**src/rtl/svm_sched_pkg.sv**
```systemverilog
// svm_sched_pkg: shared state encoding and counter widths for the batch scheduler
package svm_sched_pkg;
    localparam int BATCH_ID_W = 8;
    localparam int CNT_W = 8;
    typedef enum logic [1:0] {
        IDLE  = 2'b00,
        FILL  = 2'b01,
        DRAIN = 2'b10
    } state_t;
endpackage

```
**src/rtl/dep_conflict_detect.sv**
```systemverilog
// dep_conflict_detect: flags write-after-read, read-after-write and write-after-write hazards against a batch
module dep_conflict_detect #(
    parameter int W = 256
) (
    input  logic [W-1:0] in_rd,
    input  logic [W-1:0] in_wr,
    input  logic [W-1:0] b_rd,
    input  logic [W-1:0] b_wr,
    output logic         conflict
);
    assign conflict = (|(in_wr & (b_rd | b_wr))) | (|(in_rd & b_wr));
endmodule

```
**src/rtl/batch_dispatch_ctrl.sv**
```systemverilog
// batch_dispatch_ctrl: packs non-conflicting transactions into batches and waits for completion between batches
module batch_dispatch_ctrl
    import svm_sched_pkg::*;
#(
    parameter int MAX_DEPENDENCIES = 256,
    parameter int MAX_BATCH_SIZE = 8,
    parameter int BATCH_TIMEOUT = 64
) (
    input  logic                        clk,
    input  logic                        rst_n,
    input  logic                        s_axis_tvalid,
    output logic                        s_axis_tready,
    input  logic [63:0]                 s_axis_tdata_owner_programID,
    input  logic [MAX_DEPENDENCIES-1:0] s_axis_tdata_read_dependencies,
    input  logic [MAX_DEPENDENCIES-1:0] s_axis_tdata_write_dependencies,
    output logic                        m_axis_tvalid,
    input  logic                        m_axis_tready,
    output logic [63:0]                 m_axis_tdata_owner_programID,
    output logic [MAX_DEPENDENCIES-1:0] m_axis_tdata_read_dependencies,
    output logic [MAX_DEPENDENCIES-1:0] m_axis_tdata_write_dependencies,
    output logic [BATCH_ID_W-1:0]       m_axis_tdata_batch_id,
    input  logic                        exec_done,
    output logic                        batch_closed,
    output logic [CNT_W-1:0]            batch_closed_size,
    output logic                        done_overflow,
    output logic [31:0]                 batches_dispatched
);
    state_t state, state_next;
    logic [MAX_DEPENDENCIES-1:0] b_rd, b_wr;
    logic [CNT_W-1:0] issued_cnt, done_cnt, idle_cnt;
    logic [BATCH_ID_W-1:0] batch_id;
    logic conflict, accept, full, close, drain_done;

    dep_conflict_detect #(.W(MAX_DEPENDENCIES)) u_conflict (
        .in_rd(s_axis_tdata_read_dependencies),
        .in_wr(s_axis_tdata_write_dependencies),
        .b_rd(b_rd),
        .b_wr(b_wr),
        .conflict(conflict)
    );

    assign full = issued_cnt == CNT_W'(MAX_BATCH_SIZE);
    assign s_axis_tready = (state == IDLE || state == FILL) && (!m_axis_tvalid || m_axis_tready)
                           && (issued_cnt < CNT_W'(MAX_BATCH_SIZE)) && !(s_axis_tvalid && conflict);
    assign accept = s_axis_tvalid && s_axis_tready;
    // a blocked conflicting txn, a full batch, or a long quiet spell all end the batch
    assign close = state == FILL && ((s_axis_tvalid && conflict) || full
                   || (idle_cnt == CNT_W'(BATCH_TIMEOUT - 1) && !accept));
    assign drain_done = state == DRAIN && !m_axis_tvalid && done_cnt == issued_cnt;

    // state register
    always_ff @(posedge clk) begin
        if (!rst_n) state <= IDLE;
        else state <= state_next;
    end

    // next-state: open on first accept, close into drain, reopen once everything issued has completed
    always_comb begin
        state_next = IDLE;
        case (state)
            IDLE:    state_next = accept ? FILL : IDLE;
            FILL:    state_next = close ? DRAIN : FILL;
            DRAIN:   state_next = drain_done ? IDLE : DRAIN;
            default: state_next = IDLE;
        endcase
    end

    // batch masks, counters, output register and status
    always_ff @(posedge clk) begin
        if (!rst_n) begin
            b_rd <= '0;
            b_wr <= '0;
            issued_cnt <= '0;
            done_cnt <= '0;
            idle_cnt <= '0;
            batch_id <= '0;
            m_axis_tvalid <= 1'b0;
            m_axis_tdata_owner_programID <= '0;
            m_axis_tdata_read_dependencies <= '0;
            m_axis_tdata_write_dependencies <= '0;
            m_axis_tdata_batch_id <= '0;
            batch_closed <= 1'b0;
            batch_closed_size <= '0;
            done_overflow <= 1'b0;
            batches_dispatched <= '0;
        end else begin
            batch_closed <= close;
            if (close) batch_closed_size <= issued_cnt;
            if (accept) begin
                m_axis_tvalid <= 1'b1;
                m_axis_tdata_owner_programID <= s_axis_tdata_owner_programID;
                m_axis_tdata_read_dependencies <= s_axis_tdata_read_dependencies;
                m_axis_tdata_write_dependencies <= s_axis_tdata_write_dependencies;
                m_axis_tdata_batch_id <= batch_id;
                b_rd <= b_rd | s_axis_tdata_read_dependencies;
                b_wr <= b_wr | s_axis_tdata_write_dependencies;
                issued_cnt <= issued_cnt + CNT_W'(1);
                idle_cnt <= '0;
            end else begin
                if (m_axis_tready) m_axis_tvalid <= 1'b0;
                if (state == FILL) idle_cnt <= idle_cnt + CNT_W'(1);
            end
            if (exec_done) begin
                if (done_cnt != issued_cnt) done_cnt <= done_cnt + CNT_W'(1);
                else done_overflow <= 1'b1;
            end
            if (drain_done) begin
                b_rd <= '0;
                b_wr <= '0;
                issued_cnt <= '0;
                done_cnt <= '0;
                idle_cnt <= '0;
                batch_id <= batch_id + BATCH_ID_W'(1);
                batches_dispatched <= batches_dispatched + 32'd1;
            end
        end
    end
endmodule

```
**config.mk**
```make
export PLATFORM = sky130hd
export DESIGN_NAME = batch_dispatch_ctrl
export DESIGN_NICKNAME = d
export VERILOG_FILES = /design/src/rtl/svm_sched_pkg.sv /design/src/rtl/dep_conflict_detect.sv /design/src/rtl/batch_dispatch_ctrl.sv
export SDC_FILE = /design/constraint.sdc
export NUM_CORES = 2
export LEC_CHECK = 0
export CAP_MARGIN = 5
export CORE_AREA = 8 8 462 464
export DETAILED_ROUTE_END_ITERATION = 16
export DIE_AREA = 0 0 470 472
export GPL_ROUTABILITY_DRIVEN = 0
export HOLD_SLACK_MARGIN = 0.12
export SLEW_MARGIN = 30
export SYNTH_ARGS = -nofsm -noshare
export SYNTH_HDL_FRONTEND = slang
export SYNTH_SLANG_ARGS = --single-unit
export TNS_END_PERCENT = 30
```
**constraint.sdc**
```tcl
create_clock -name clk -period 2.9 [get_ports clk]
set_input_delay 0.725 -clock clk [delete_from_list [all_inputs] [get_ports clk]]
set_output_delay 0.725 -clock clk [all_outputs]
set_load 0.005 [all_outputs]
```
==> flow_summary.ini <==
[outcome]
status = finished, violations left
violations = negative setup slack

[grt]
grt_util_met1 = 0.299
grtUsageMet2 = 0.470
top_usage_layer = met2
grt_pass1_wl_mm = 424
antenna_found_initial = 219
grt_max_degree = 119
grt_pass1_vias = 44200
grt_use_met3 = 0.126
overflow = 0
track_usage = 0.285

[drt]
drtAntennaViolNets = 0
drt_iter0_markers = 3792
drc = 0
wl_per_cell_um = 34.8
totalWireLength_mm = 335
viasPerCell = 4.74
vias = 45700
dr.pass1.iters = 8

[power_and_ir_drop]
leakage_nw = 25.6
peakVddDrop_uv = 899
finalPower_w = 0.0877
cellPowerDensity_nw_per_um2 = 1220

[synth]
synth-edff-count = 0
synth.avg_cell_area_um2 = 8.57
ys_ff_latch = 1173
synthDistinctLibCells = 36
seq_area_frac_synth = 0.548
synthCells = 4999
yosys_most_used_dff = dfxtp_1
async_flop_share = 0
syn-num-nets = 5586
synthesis.area_um2 = 42800
yosys_warnings = 0

[final_layout]
drive_gt1_frac = 0.186
syn_to_final_growth_pct = 67.3
nets = 7334
n_fill_cell = 21000
post-route-util = 0.348
final_cells = 9644

[clock_tree]
ctsHtreeMaxLevel = 4
cts_max_path_buffers = 3
cts_tree = yes
clkLatencyLatePin_ns = 0.81
hold_buffers = 0
clockRootBuffer = clkbuf_16
path_clk_slew_ns = 0.05
cts_made_buffers = 142
cts.sinks = 1173

[worst_setup_path]
rr_endpoint = b_wr[146]$_SDFFE_PP0P_
r2r_slack_ns = -0.77
setup.worst_path.end_class = output pin
cp-start-kind = primary input
worstPathRequired_ns = 2.17
crit_path_end = s_axis_tready
crit_start = s_axis_tdata_read_dependencies[83]
path_class = in -> out
crit_fanout = 2
reg2reg_from = b_wr[35]$_SDFFE_PP0P_
r2r_cells = 17
arrival_ns = 3.33

[sta]
setup_ws_ns = -1.16
rsz0062_at_grt = yes
hold_ws_ns = 0.347
slew_headroom = 0.539
finalCritPeriodShare = 1.40
setup_violations = 1121
period_minus_slack_ns = 4.06
timing.fmax_mhz = 246
hold_violations = 0
worst_pin_slew_ns = 0.690
finalMaxSlewViolations = 0
finClkSkew_ns = 0.0364

[hold_path]
hold_path.class = in -> reg

[place]
io_buffers = 1208
dp_hpwl_mm = 278
dp_cells = 9205
place_ws_ns = -2.54

[floorplanning]
rows = 167
coreArea_um2 = 206000
boundaryPins = 1209
start_util = 0.208
dieHeight_um = 472
dieArea_um2 = 222000
die_w_um = 470

[run]
maxCapViolations = 0
## sequential cells by signal, summed over array words and instances (netlist names)
signal and flops:
b_rd 256, b_wr 256, batch_closed 1, batch_closed_size 8
batch_id 8, batches_dispatched 32, done_cnt 8, done_overflow 1
idle_cnt 8, issued_cnt 8, m_axis_tdata_batch_id 8, m_axis_tdata_owner_programID 64
m_axis_tdata_read_dependencies 256, m_axis_tdata_write_dependencies 256, m_axis_tvalid 1, state 2
## cells by family (layout without fill, tap and decap cells)
| logic type | after synthesis | in the layout | synth area share |
|---|---|---|---|
| compound gates | 1523 | 1523 | 0.225 |
| simple gates | 1455 | 1455 | 0.140 |
| flops | 1173 | 1173 | 0.548 |
| buf+inv | 786 | 2650 | 0.0741 |
| xor+xnor | 47 | 47 | 0.00961 |
| mux | 9 | 9 | 0.00210 |
| fa+ha+maj | 6 | 6 | 0.00175 |
| other cells | 0 | 77 | 0 |
## metrics by stage
stage	TNS [ns]	cell area (um2)
finish	-750.91	71700
global route	-754.92	71600
CTS	-615.34	70000
detailed placement	-2160.38	62300
global placement	-2289.50	62300
floorplan	0	42800
## routing by layer
metal	routed length (um)	share of wire
met1	119000	0.35
met4	25600	0.076
met2	154000	0.46
met3	36200	0.11
met5	759	0.0023
## timing repair
item | CTS | global route
pin swaps | 93 | 162
setup buffers | 35 | 27
setup endpoints to repair | 1122 | 1122
endpoints found under the hold margin | 0 | 0
cloned | 41 | 8
resized for setup | 386 | 469
## how the worst min path moves through the flow
stage	start	end	slack [ns]	depth (start not counted)
2_1_floorplan	b_rd[0]$_SDFFE_PP0P_	b_rd[0]$_SDFFE_PP0P_	0.42	2
5_1_grt	rst_n	batch_closed_size[6]$_SDFFE_PN0P_	0.30	3
4_1_cts	rst_n	batch_closed_size[6]$_SDFFE_PN0P_	0.25	3
3_5_place_dp	b_rd[76]$_SDFFE_PP0P_	b_rd[76]$_SDFFE_PP0P_	0.43	2
3_3_place_gp	b_rd[128]$_SDFFE_PP0P_	b_rd[128]$_SDFFE_PP0P_	0.43	2
6_report	rst_n	batch_closed_size[6]$_SDFFE_PN0P_	0.35	3
## placed cells by master, fill, tap and decap left out, types with 42 or more instances in the layout
| cell type | synthesis | routed |
|---|---|---|
| clkdlybuf4s50_1 | 0 | 1203 |
| dfxtp_1 | 1173 | 1169 |
| nand2_1 | 1216 | 1029 |
| inv_1 | 521 | 521 |
| a21oi_1 | 517 | 456 |
| buf_4 | 11 | 455 |
| a21boi_1 | 208 | 315 |
| a21boi_0 | 393 | 219 |
| o21ai_0 | 249 | 204 |
| clkbuf_16 | 0 | 154 |
| nand2_2 | 0 | 113 |
| buf_12 | 0 | 99 |
| nand4_1 | 93 | 93 |
| diode_2 | 0 | 77 |
| nand2_4 | 0 | 68 |
| a21boi_2 | 0 | 66 |
| a21oi_2 | 0 | 61 |
| o21ai_1 | 23 | 56 |
| a22o_1 | 64 | 53 |
| a221oi_1 | 64 | 47 |
| buf_16 | 0 | 42 |
## where the power goes
group | internal, W | switching (W)
clock | 0.0111 | 0.00777
sequential | 0.0185 | 0.00127
combinational | 0.0223 | 0.0268
total | 0.0519 | 0.0358
## worst max-delay path, cell delays in order
cell and delay, ns:
clkdlybuf4s50_1 0.61, a221oi_4 0.38, nand4_1 0.34, buf_4 0.27, nor4_4 0.30, and4_4 0.31
a21boi_4 0.11, nor2b_2 0.13, buf_2 0.13
## cell type report
| cell class | count | area [um2] | share of cell area |
|---|---|---|---|
| tap | 2704 | 3380 | 0.0472 |
| clock buffer | 205 | 4200 | 0.0585 |
| antenna | 77 | 193 | 0.00269 |
| inverter | 521 | 1960 | 0.0273 |
| multi-input combinational | 3040 | 18000 | 0.251 |
| clock inverter | 55 | 691 | 0.00964 |
| timing repair buffer | 1869 | 19800 | 0.276 |
| sequential | 1173 | 23500 | 0.328 |
## cell usage after synthesis, drive strengths merged (2+ instances only)
cell	n	area [um2]
a21boi	601	4510
a21oi	517	2590
a221oi	64	561
a22o	64	561
and2	29	181
and3	16	100
and4	3	26.3
buf	97	588
clkbuf	168	631
dfxtp	1173	23500
ha	6	75.1
inv	521	1960
mux2i	9	90.1
nand2	1216	4560
nand2b	2	12.5
nand3	17	85.1
nand4	93	582
nor2	28	105
nor2b	5	31.3
nor3	2	10.0
nor4	26	163
o21a	2	15.0
o21ai	272	1360
or3	16	100
xnor2	26	228
xor2	21	184
Power figures use the tool's default switching activity.
